$ cat src/rtl/conv_sched_pkg.sv
// Shared definitions for the conv scheduler: FSM states, weight word width,
// layer encodings and counter widths.
package conv_sched_pkg;

  // Weight bits per kernel (3x3 binary kernel)
  localparam int KW        = 9;
  // Serializer position counter must reach KW
  localparam int SER_CNT_W = $clog2(KW + 1);
  // RUN cycle counter; saturates, wide enough for any practical watchdog limit
  localparam int RUN_CNT_W = 16;

  typedef enum logic [2:0] {
    IDLE,
    FETCH,
    LOAD,
    RUN,
    GAP
  } state_t;

  typedef enum logic {
    L0_28 = 1'b0,
    L1_12 = 1'b1
  } layer_t;

endpackage

$ cat src/rtl/conv_sched_if.sv
// Bundle of the scheduler's command, weight ROM, conv engine and tag signals.
// master: the scheduler itself; slave: layer controller / ROM / conv pair.
interface conv_sched_if
  import conv_sched_pkg::*;
#(
  parameter int KIDX_W = 4
) ();

  logic              cmd_valid;
  logic              cmd_ready;
  logic              cmd_layer;
  logic [KIDX_W-1:0] cmd_nk;
  logic [7:0]        cmd_base;
  logic              wt_rd;
  logic [7:0]        wt_addr;
  logic [KW-1:0]     wt_data;
  logic              conv_state;
  logic              conv_weight_en;
  logic              conv_weight;
  logic              win_start;
  logic              conv_start;
  logic              conv_done;
  logic              conv_ovalid;
  logic              tag_valid;
  logic [KIDX_W-1:0] tag_kidx;
  logic              busy;
  logic              all_done;
  logic              err;

  modport master (
    input  cmd_valid, cmd_layer, cmd_nk, cmd_base, wt_data, conv_done, conv_ovalid,
    output cmd_ready, wt_rd, wt_addr, conv_state, conv_weight_en, conv_weight,
           win_start, conv_start, tag_valid, tag_kidx, busy, all_done, err
  );

  modport slave (
    output cmd_valid, cmd_layer, cmd_nk, cmd_base, wt_data, conv_done, conv_ovalid,
    input  cmd_ready, wt_rd, wt_addr, conv_state, conv_weight_en, conv_weight,
           win_start, conv_start, tag_valid, tag_kidx, busy, all_done, err
  );

endinterface

$ cat src/rtl/conv_wt_ser.sv
// Weight serializer: loads one KW-bit kernel word, then emits a dummy 0 bit
// followed by the word LSB first, with en high for all KW+1 cycles.
// done is high on the last emitted bit.
module conv_wt_ser
  import conv_sched_pkg::*;
(
  input  logic          clk,
  input  logic          rst,
  input  logic          load,
  input  logic [KW-1:0] data,
  output logic          en,
  output logic          wbit,
  output logic          done
);

  logic [KW-1:0]        sh_reg;
  logic [SER_CNT_W-1:0] cnt_reg;
  logic                 active_reg;

  // Load the word, then hold it for the dummy cycle and shift once per real bit
  always_ff @(posedge clk) begin
    if (rst) begin
      sh_reg     <= '0;
      cnt_reg    <= '0;
      active_reg <= 1'b0;
    end else if (load) begin
      sh_reg     <= data;
      cnt_reg    <= '0;
      active_reg <= 1'b1;
    end else if (active_reg) begin
      if (cnt_reg != '0) sh_reg <= sh_reg >> 1;
      if (cnt_reg == SER_CNT_W'(KW)) active_reg <= 1'b0;
      else                           cnt_reg    <= cnt_reg + 1'b1;
    end
  end

  assign en   = active_reg;
  assign wbit = active_reg && (cnt_reg != '0) && sh_reg[0];
  assign done = active_reg && (cnt_reg == SER_CNT_W'(KW));

endmodule

$ cat src/rtl/conv_sched.sv
// Kernel sequencer for one conv layer: per kernel fetch the weight word,
// stream it into the conv engine, run window+conv until conv_done, then
// advance. Optional RUN watchdog is enabled by defining CONV_SCHED_WDOG_EN.
module conv_sched
  import conv_sched_pkg::*;
#(
  parameter int KIDX_W   = 4,
  parameter int CONV_DLY = 1
`ifdef CONV_SCHED_WDOG_EN
  ,
  parameter int WDOG_CYC = 1024
`endif
) (
  input  logic         clk,
  input  logic         rst,
  conv_sched_if.master bus
);

  state_t                 state_reg, state_next;
  logic [KIDX_W-1:0]      kidx_reg, kidx_next;
  logic [KIDX_W-1:0]      nk_reg, nk_next;
  logic [7:0]             base_reg, base_next;
  layer_t                 layer_reg, layer_next;
  logic                   fetch_ph_reg, fetch_ph_next;
  logic [RUN_CNT_W-1:0]   run_cnt_reg, run_cnt_next;
  logic                   all_done_reg, all_done_next;
  logic                   err_reg, err_next;
  logic                   ser_load;
  logic                   ser_done;
  logic                   dly_ok;

  // conv_done only counts once conv_start is up
  assign dly_ok = (run_cnt_reg >= RUN_CNT_W'(CONV_DLY));

  conv_wt_ser u_ser (
    .clk  (clk),
    .rst  (rst),
    .load (ser_load),
    .data (bus.wt_data),
    .en   (bus.conv_weight_en),
    .wbit (bus.conv_weight),
    .done (ser_done)
  );

  // State and command registers
  always_ff @(posedge clk) begin
    if (rst) begin
      state_reg    <= IDLE;
      kidx_reg     <= '0;
      nk_reg       <= '0;
      base_reg     <= '0;
      layer_reg    <= L0_28;
      fetch_ph_reg <= 1'b0;
      run_cnt_reg  <= '0;
      all_done_reg <= 1'b0;
      err_reg      <= 1'b0;
    end else begin
      state_reg    <= state_next;
      kidx_reg     <= kidx_next;
      nk_reg       <= nk_next;
      base_reg     <= base_next;
      layer_reg    <= layer_next;
      fetch_ph_reg <= fetch_ph_next;
      run_cnt_reg  <= run_cnt_next;
      all_done_reg <= all_done_next;
      err_reg      <= err_next;
    end
  end

  // Next-state and register-update logic
  always_comb begin
    state_next    = state_reg;
    kidx_next     = kidx_reg;
    nk_next       = nk_reg;
    base_next     = base_reg;
    layer_next    = layer_reg;
    fetch_ph_next = 1'b0;
    run_cnt_next  = run_cnt_reg;
    all_done_next = 1'b0;
    err_next      = 1'b0;
    ser_load      = 1'b0;
    case (state_reg)
      IDLE: begin
        if (bus.cmd_valid) begin
          layer_next = layer_t'(bus.cmd_layer);
          nk_next    = bus.cmd_nk;
          base_next  = bus.cmd_base;
          kidx_next  = '0;
          if (bus.cmd_nk == '0) all_done_next = 1'b1;
          else                  state_next    = FETCH;
        end
      end
      FETCH: begin
        // phase 0 issues the ROM read, phase 1 captures the returned word
        if (fetch_ph_reg) begin
          ser_load   = 1'b1;
          state_next = LOAD;
        end else begin
          fetch_ph_next = 1'b1;
        end
      end
      LOAD: begin
        if (ser_done) begin
          state_next   = RUN;
          run_cnt_next = '0;
        end
      end
      RUN: begin
        if (run_cnt_reg != '1) run_cnt_next = run_cnt_reg + 1'b1;
        if (dly_ok && bus.conv_done) begin
          state_next = GAP;
        end
`ifdef CONV_SCHED_WDOG_EN
        else if (run_cnt_reg == RUN_CNT_W'(WDOG_CYC - 1)) begin
          err_next   = 1'b1;
          kidx_next  = '0;
          state_next = IDLE;
        end
`endif
      end
      GAP: begin
        // start lines are low here so the engine counters clear between kernels
        if (kidx_reg == nk_reg - 1'b1) begin
          all_done_next = 1'b1;
          kidx_next     = '0;
          state_next    = IDLE;
        end else begin
          kidx_next  = kidx_reg + 1'b1;
          state_next = FETCH;
        end
      end
      default: state_next = IDLE;
    endcase
  end

  assign bus.cmd_ready  = (state_reg == IDLE);
  assign bus.busy       = (state_reg != IDLE);
  assign bus.wt_rd      = (state_reg == FETCH) && !fetch_ph_reg;
  assign bus.wt_addr    = base_reg + 8'(kidx_reg);
  assign bus.conv_state = layer_reg;
  assign bus.win_start  = (state_reg == RUN);
  assign bus.conv_start = (state_reg == RUN) && dly_ok;
  assign bus.tag_valid  = (state_reg == RUN) && bus.conv_ovalid;
  assign bus.tag_kidx   = kidx_reg;
  assign bus.all_done   = all_done_reg;
  assign bus.err        = err_reg;

endmodule

$ cat src/flat_wrapper.sv
// flat-port wrapper written by rule: the top's interface ports become plain ports
module conv_sched_flat import conv_sched_pkg::*;
#(
  parameter int KIDX_W   = 4,
  parameter int CONV_DLY = 1

)
  (clk, rst, bus_cmd_valid, bus_cmd_layer, bus_cmd_nk, bus_cmd_base, bus_wt_data, bus_conv_done, bus_conv_ovalid, bus_cmd_ready, bus_wt_rd, bus_wt_addr, bus_conv_state, bus_conv_weight_en, bus_conv_weight, bus_win_start, bus_conv_start, bus_tag_valid, bus_tag_kidx, bus_busy, bus_all_done, bus_err);
  conv_sched_if #(.KIDX_W(KIDX_W)) bus_i ();
  input  logic clk;
  input  logic rst;
  input wire logic [$bits(bus_i.cmd_valid)-1:0] bus_cmd_valid;
  input wire logic [$bits(bus_i.cmd_layer)-1:0] bus_cmd_layer;
  input wire logic [$bits(bus_i.cmd_nk)-1:0] bus_cmd_nk;
  input wire logic [$bits(bus_i.cmd_base)-1:0] bus_cmd_base;
  input wire logic [$bits(bus_i.wt_data)-1:0] bus_wt_data;
  input wire logic [$bits(bus_i.conv_done)-1:0] bus_conv_done;
  input wire logic [$bits(bus_i.conv_ovalid)-1:0] bus_conv_ovalid;
  output wire logic [$bits(bus_i.cmd_ready)-1:0] bus_cmd_ready;
  output wire logic [$bits(bus_i.wt_rd)-1:0] bus_wt_rd;
  output wire logic [$bits(bus_i.wt_addr)-1:0] bus_wt_addr;
  output wire logic [$bits(bus_i.conv_state)-1:0] bus_conv_state;
  output wire logic [$bits(bus_i.conv_weight_en)-1:0] bus_conv_weight_en;
  output wire logic [$bits(bus_i.conv_weight)-1:0] bus_conv_weight;
  output wire logic [$bits(bus_i.win_start)-1:0] bus_win_start;
  output wire logic [$bits(bus_i.conv_start)-1:0] bus_conv_start;
  output wire logic [$bits(bus_i.tag_valid)-1:0] bus_tag_valid;
  output wire logic [$bits(bus_i.tag_kidx)-1:0] bus_tag_kidx;
  output wire logic [$bits(bus_i.busy)-1:0] bus_busy;
  output wire logic [$bits(bus_i.all_done)-1:0] bus_all_done;
  output wire logic [$bits(bus_i.err)-1:0] bus_err;
  assign bus_i.cmd_valid = bus_cmd_valid;
  assign bus_i.cmd_layer = bus_cmd_layer;
  assign bus_i.cmd_nk = bus_cmd_nk;
  assign bus_i.cmd_base = bus_cmd_base;
  assign bus_i.wt_data = bus_wt_data;
  assign bus_i.conv_done = bus_conv_done;
  assign bus_i.conv_ovalid = bus_conv_ovalid;
  assign bus_cmd_ready = bus_i.cmd_ready;
  assign bus_wt_rd = bus_i.wt_rd;
  assign bus_wt_addr = bus_i.wt_addr;
  assign bus_conv_state = bus_i.conv_state;
  assign bus_conv_weight_en = bus_i.conv_weight_en;
  assign bus_conv_weight = bus_i.conv_weight;
  assign bus_win_start = bus_i.win_start;
  assign bus_conv_start = bus_i.conv_start;
  assign bus_tag_valid = bus_i.tag_valid;
  assign bus_tag_kidx = bus_i.tag_kidx;
  assign bus_busy = bus_i.busy;
  assign bus_all_done = bus_i.all_done;
  assign bus_err = bus_i.err;
  conv_sched #(.KIDX_W(KIDX_W), .CONV_DLY(CONV_DLY)) u_core (.clk(clk), .rst(rst), .bus(bus_i));
endmodule
$ cat config.mk
export PLATFORM = sky130hd
export DESIGN_NAME = conv_sched_flat
export DESIGN_NICKNAME = d
export VERILOG_FILES = /design/src/rtl/conv_sched_pkg.sv /design/src/rtl/conv_sched_if.sv /design/src/rtl/conv_wt_ser.sv /design/src/rtl/conv_sched.sv /design/src/flat_wrapper.sv
export SDC_FILE = /design/constraint.sdc
export NUM_CORES = 1
export LEC_CHECK = 0
export CAP_MARGIN = 5
export CORE_MARGIN = 2
export CORE_UTILIZATION = 55
export DETAILED_ROUTE_END_ITERATION = 10
export GPL_TIMING_DRIVEN = 0
export HOLD_SLACK_MARGIN = 0.02
export MAX_ROUTING_LAYER = met4
export PLACE_DENSITY_LB_ADDON = 0.25
export SETUP_SLACK_MARGIN = 0.1
export SLEW_MARGIN = 20
export SYNTH_ARGS = -nofsm -noshare
export SYNTH_HDL_FRONTEND = slang
export SYNTH_HIERARCHICAL = 1
export SYNTH_SLANG_ARGS = --single-unit
$ cat constraint.sdc
create_clock -name clk -period 4.7 [get_ports clk]
set_clock_uncertainty 0.05 [all_clocks]
set_input_delay 1.41 -clock clk [delete_from_list [all_inputs] [get_ports clk]]
set_output_delay 1.41 -clock clk [all_outputs]
set_load 0.05 [all_outputs]
==> metrics.txt, run 1 <==
crit end category=output pin; Worst path top cell family by delay=buffers and inverters; critical path's slowest cell=clkdlybuf4s50_1; Ports=50; share of the synthesized area in the top cell type=36.4%; Total Wirelength=6280 um; Die X-Extent=76.1 um; HPWL Detailed=4750 um; LEAKAGE=1.40 nW; Avg Inst Size Synth=8.29 um2; max reg flops=16; post-synth net total=385; Worst Path Max Fanout=7; clock transition at the registers of the reported paths=100 ps; Routability Congestion=0.849; CP max stage delay=830 ps; EDFF count, synth=0; CP arrival=2900 ps; post-route ant nets=0; Worst Path Buf+Inv=2; worst hold path type=reg -> reg; Mapped Cells=345; fill cell count=451; Area contributors post-synth=dfxtp_1 (36%), ha_1 (5.3%), nand2_1 (5.3%), a21oi_1 (4.9%), xor2_1 (4.0%); Syn. warnings=6; crit path kind=reg -> out; total CTS buffers=5; crit share post-route=92.7%; Design Area, Final=0.00352 mm2; post-synthesis sequential area ratio=36.4%; MaxCap Viol Count=0; crit path time final=4360 ps; Post-synth ARST share=0%; initial core utilization=56.3%; Syn Std Cell Area=0.00286 mm2; RSZ-0062 raised after global routing=false; WL per Instance=13.3 um; core area=0.00507 mm2; post-synthesis cell type count=57; clock root buffer=clkbuf_8; die area=0.00579 mm2; worst-skew pair later-pin latency=300 ps; Vias/cell=5.55; P_sw=0.000222 W; # clock sinks=52; postcts setup bufs=0; most common library cell in the layout ignoring fill and taps=dfxtp_1; worst path cell trace=ha_1 > inv_1 > fa_1 > nor2b_1 > o21ai_0 > nand2b_1 > nand3_1 > xnor2_1 > clkdlybuf4s50_1; TritonCTS clock tree=yes; diodes inserted=0; Synth Register Bits=52; Vias=2612; Worst EP required=3240 ps; worst hold slack=419 ps; initial antenna violation count=0; First DRT Iteration DRCs=120; Remaining DRCs=0; Clock Path Buffers=2; layout cell share with drive strength beyond 1=9.23%; maximum vdd drop=0.160 mV; num rows=26; Hold Buf Count CTS=0; internal power=0.000623 W; height of the die=76.1 um; Setup TNS=0 ps; final worst slack=342 ps; worst slew pin tran=518 ps; status=completed; Comb pwr share=14.5%; Max Freq=0.229 GHz; Startpoint Class=register; Resize count post-CTS=0; final net count=440; Synth Flop Type=dfxtp_1; PwrDens=240 mW/mm2; dpl cell area=0.00343 mm2; final hold viol count=0; area leader, netlist=dfxtp_1; clock power share=31.4%; Slew headroom=65.4%; vias in the first global route=2469; most frequent cells in the layout=dfxtp_1 (52), clkdlybuf4s50_1 (48), nand2_1 (40); CTS H-tree lvls=2; Net Sw Frac=26.3%; port bufs=48; synthesis-to-finish area growth=23.3%; Finish-stage setup viols=0; total grt overflow=0; GRT Overall Usage=23.1%; sequential share of power=54.1%; Post-Place Setup Slack=439 ps; global-route wire length before repair=10800 um; largest net degree at the start of global routing=17; total iterations of the first detailed-routing run=4; final number of max-transition violations=0
## layout make-up
| cell class | instances | area, um2 | area share, % |
|---|---|---|---|
| buffer | 19 | 106 | 3.02 |
| clock inverter | 2 | 15.0 | 0.426 |
| timing repair buffer | 48 | 480 | 13.6 |
| sequential | 52 | 1040 | 29.5 |
| inverter | 23 | 86.3 | 2.45 |
| tap | 70 | 87.6 | 2.48 |
| multi-input combinational | 251 | 1630 | 46.1 |
| clock buffer | 6 | 82.6 | 2.34 |
## worst paths after layout
kind | to | slack, ps | start | cells after the start
max reg2reg | u_core/run_cnt_reg[11]$_SDFFE_PP0P_ | 2540 | u_core/u_ser/en$_SDFF_PP0_ | 8
min | u_core/base_reg[2]$_SDFFE_PP0P_ | 420 | u_core/base_reg[2]$_SDFFE_PP0P_ | 2
min reg2reg | u_core/base_reg[2]$_SDFFE_PP0P_ | 420 | u_core/base_reg[2]$_SDFFE_PP0P_ | 2
max | bus_wt_addr[6] | 340 | u_core/bus.tag_kidx[0]$_SDFFE_PP0P_ | 9
## synthesized netlist by cell type, types with 3 or more instances
cell type,n
nand2_1,40
a21oi_1,28
ha_1,12
xor2_1,13
a221oi_1,8
nor3_2,3
inv_1,22
nand3_1,14
and4_1,3
nor3_1,7
nor2b_1,4
xnor2_1,7
and3_1,8
a31oi_1,9
o21ai_1,6
nand4_1,7
nor4_1,4
dfxtp_1,52
o21ai_0,13
buf_4,3
buf_2,4
nor2_1,23
or3_1,3
clkbuf_1,6
clkbuf_2,3
## power by group through the flow
stage / logic, W / registers [W] / clock network [W]
2_1_floorplan: 0.0000737 / 0.000468 / 0
3_3_place_gp: 0.000121 / 0.000467 / 0
3_5_place_dp: 0.000122 / 0.000467 / 0
4_1_cts: 0.000123 / 0.000457 / 0.000276
5_1_grt: 0.000132 / 0.000458 / 0.000294
6_report: 0.000123 / 0.000457 / 0.000266
## metal layers
metal  vias up  track usage, %  routed length, um  part of all wire [%]
li1       1329               -                  -                     -
met1      1209            28.2               2920                    46
met4         0            6.73                 87                   1.4
met3         8            4.27                244                   3.9
met2        66            39.4               3030                    48
met5         -               -                  0                     0
## worst reg2reg max path, delay by kind of cell (launching register included)
family | cells | cell delay, ps
buffers and inverters | 2 | 270
DFF | 1 | 460
and+or+nand+nor | 5 | 1100
xor gates and xnor gates | 1 | 170
## cells by family after synthesis
family                     Yosys count  synth area share, %
buffers and inverters               42                 6.74
other                                1                0.131
adders and majority gates           13                 5.95
AOI/OAI and AO/OA                   78                 17.2
DFF                                 52                 36.4
and+or+nand+nor                    138                 26.7
xor gates and xnor gates            21                 6.91
## metrics by stage
step,util [%],power [W],instances
6_report,69.5,0.000845,471
5_1_grt,69.5,0.000884,471
4_1_cts,69.5,0.000856,471
3_5_place_dp,67.5,0.000590,463
3_3_place_gp,67.5,0.000588,463
2_1_floorplan,-,0.000541,345
Note: power is estimated with default switching activity, not from simulation.
==> inputs of run 2 (changes only) <==
Settings changed: CAP_MARGIN 5 to 20.
==> results of run 2 <==
The final DEF is identical to that of run 1; final timing and power are the same.
==> inputs of run 3 (changes only) <==
Settings changed: PLACE_DENSITY set to 0.84, PLACE_DENSITY_LB_ADDON 0.25 to not set.
==> run 3 against run 2 <==
Sequential power about the same. Core utilization about the same. Flip-flop and latch count unchanged. Power up 0.18%. Global-route usage up 0.48 points. Die area unchanged. Wire length up 3.5%. Final cell count down 0.21%. Critical path type is now in -> out. Highest routed layer unchanged.
==> metrics.txt, run 3 (synthesis results as in run 1) <==
postcts setup bufs=0 (unchanged); dpl cell area=0.00343 mm2 (unchanged); LEAKAGE=1.43 nW (+1.7%); Slew headroom=64.3% (-1.1 points); num rows=26 (unchanged); Setup TNS=0 ps (unchanged); TritonCTS clock tree=yes; crit share post-route=90.7% (-2.0 points); initial core utilization=56.3% (unchanged); final number of max-transition violations=0 (unchanged); Worst EP required=3240 ps (about the same); most common library cell in the layout ignoring fill and taps=dfxtp_1; total iterations of the first detailed-routing run=4 (unchanged); met2 Use GR=39.5% (+0.089 points); crit end category=output pin; worst-skew pair later-pin latency=290 ps (about the same); final net count=440 (unchanged); worst path cell trace=clkdlybuf4s50_1 > and3_1 > clkdlybuf4s50_1; MaxCap Viol Count=0 (unchanged); # clock sinks=52 (unchanged); height of the die=76.1 um (unchanged); Vias/cell=5.58 (+0.67%); Die X-Extent=76.1 um (unchanged); clock root buffer=clkbuf_8; Total Wirelength=6500 um (+3.5%); First DRT Iteration DRCs=128 (+6.7%); RSZ-0062 raised after global routing=false; Vias=2624 (+0.46%); max reg flops=16 (unchanged); worst hold stages=2 (unchanged); total grt overflow=0 (unchanged); largest net degree at the start of global routing=15 (-2); PwrDens=240 mW/mm2 (+0.15%); clock transition at the registers of the reported paths=80 ps (-20 ps); Finish-stage setup viols=0 (unchanged); Clock Path Buffers=2 (unchanged); initial antenna violation count=0 (unchanged); gr busiest metal=met2; Max Freq=0.234 GHz (+2.2%); worst hold path type=reg -> reg; Ports=50 (unchanged); CP arrival=2800 ps (-100 ps); CP max stage delay=800 ps (-30 ps); WL per Instance=13.8 um (+3.7%); synthesis-to-finish area growth=23.3% (about the same); Reg2Reg Depth=8 (unchanged); most frequent cells in the layout=dfxtp_1 (52), clkdlybuf4s50_1 (47), nand2_1 (40); layout cell share with drive strength beyond 1=9.00% (-0.23 points); GR Util met1=30.0% (+1.8 points); core area=0.00507 mm2 (unchanged); CP most frequent cell=clkdlybuf4s50_1; maximum vdd drop=0.151 mV (-5.5%); global-route wire length before repair=11100 um (+2.7%); status=completed; Routability Congestion=0.844 (-0.48%); diodes inserted=0 (unchanged); CTS H-tree lvls=2 (unchanged); vias in the first global route=2463 (-0.24%); final hold viol count=0 (unchanged); critical path's slowest cell=clkdlybuf4s50_1; HPWL Detailed=4850 um (+2.1%); Design Area, Final=0.00353 mm2 (about the same); Startpoint Class=input port; crit path time final=4260 ps (-92.7 ps); global-route met3 utilization=4.98% (+0.71 points); fill cell count=422 (-6.4%); post-route ant nets=0 (unchanged); GRT Overall Usage=23.6% (+0.48 points); port bufs=48 (unchanged); die area=0.00579 mm2 (unchanged); Remaining DRCs=0 (unchanged); total CTS buffers=5 (unchanged); crit path kind=in -> out; worst slew pin tran=534 ps (+16.2 ps); Worst Path Max Fanout=1 (-6)
==> run 3: cell types whose count changed in the layout (fill, tap and decap cells not counted), sizes merged <==
cell,previous run,this run
clkdlybuf4s50,48,47
clkbuf,15,16
clkinvlp,2,0
dlymetal6s2s,0,1
==> run 3: repair_timing <==
action                     in CTS  in global routing
hold buffers                    0                  0
resized for setup               0                  1
setup endpoints to repair       0                  1
==> run 3: where the power goes <==
group	leakage, nW	internal (W)	switching, W
clock network	0.0503	0.000131	0.000135
registers	0.421	0.000449	0.00000785
logic	0.955	0.0000540	0.0000693
==> run 3: final timing paths <==
check,start,to,slack [ps]
setup / recovery,bus_conv_ovalid,bus_tag_valid,440
hold / removal,u_core/base_reg[3]$_SDFFE_PP0P_,u_core/base_reg[3]$_SDFFE_PP0P_,420
setup reg to reg,u_core/u_ser/cnt_reg[0]$_SDFFE_PP0P_,u_core/run_cnt_reg[11]$_SDFFE_PP0P_,2560
hold reg to reg,u_core/base_reg[3]$_SDFFE_PP0P_,u_core/base_reg[3]$_SDFFE_PP0P_,420
==> run 3: layout make-up <==
class                           instances  area, um2  share of cell area, %
Buffer                                 19        106                   3.02
Clock buffer                            7       96.3                   2.73
Inverter                               23       86.3                   2.45
Multi-Input combinational cell        251       1630                   46.1
Sequential cell                        52       1040                   29.5
Tap cell                               70       87.6                   2.48
Timing Repair Buffer                   48        483                   13.7
==> run 3: critical path, delay by kind of cell <==
family | cells | cell delay, ps
buf+inv | 2 | 1240
simple gates | 1 | 150
==> run 3: metal layers <==
| metal | wire length (um) | up-vias |
|---|---|---|
| li1 | - | 1320 |
| met1 | 3000 | 1233 |
| met2 | 3190 | 69 |
| met3 | 283 | 2 |
| met4 | 22 | 0 |
| met5 | 0 | - |
==> run 3: metrics by stage <==
step | setup WS (ps) | power (W) | hold WS (ps) | util, % | std cells
2_1_floorplan | 634 | 0.000541 | 390 | - | 345
3_3_place_gp | 447 | 0.000587 | 393 | 67.5 | 463
3_5_place_dp | 432 | 0.000590 | 403 | 67.5 | 463
4_1_cts | 262 | 0.000851 | 415 | 69.4 | 470
5_1_grt | 242 | 0.000882 | 437 | 69.5 | 470
6_report | 435 | 0.000847 | 416 | 69.5 | 470
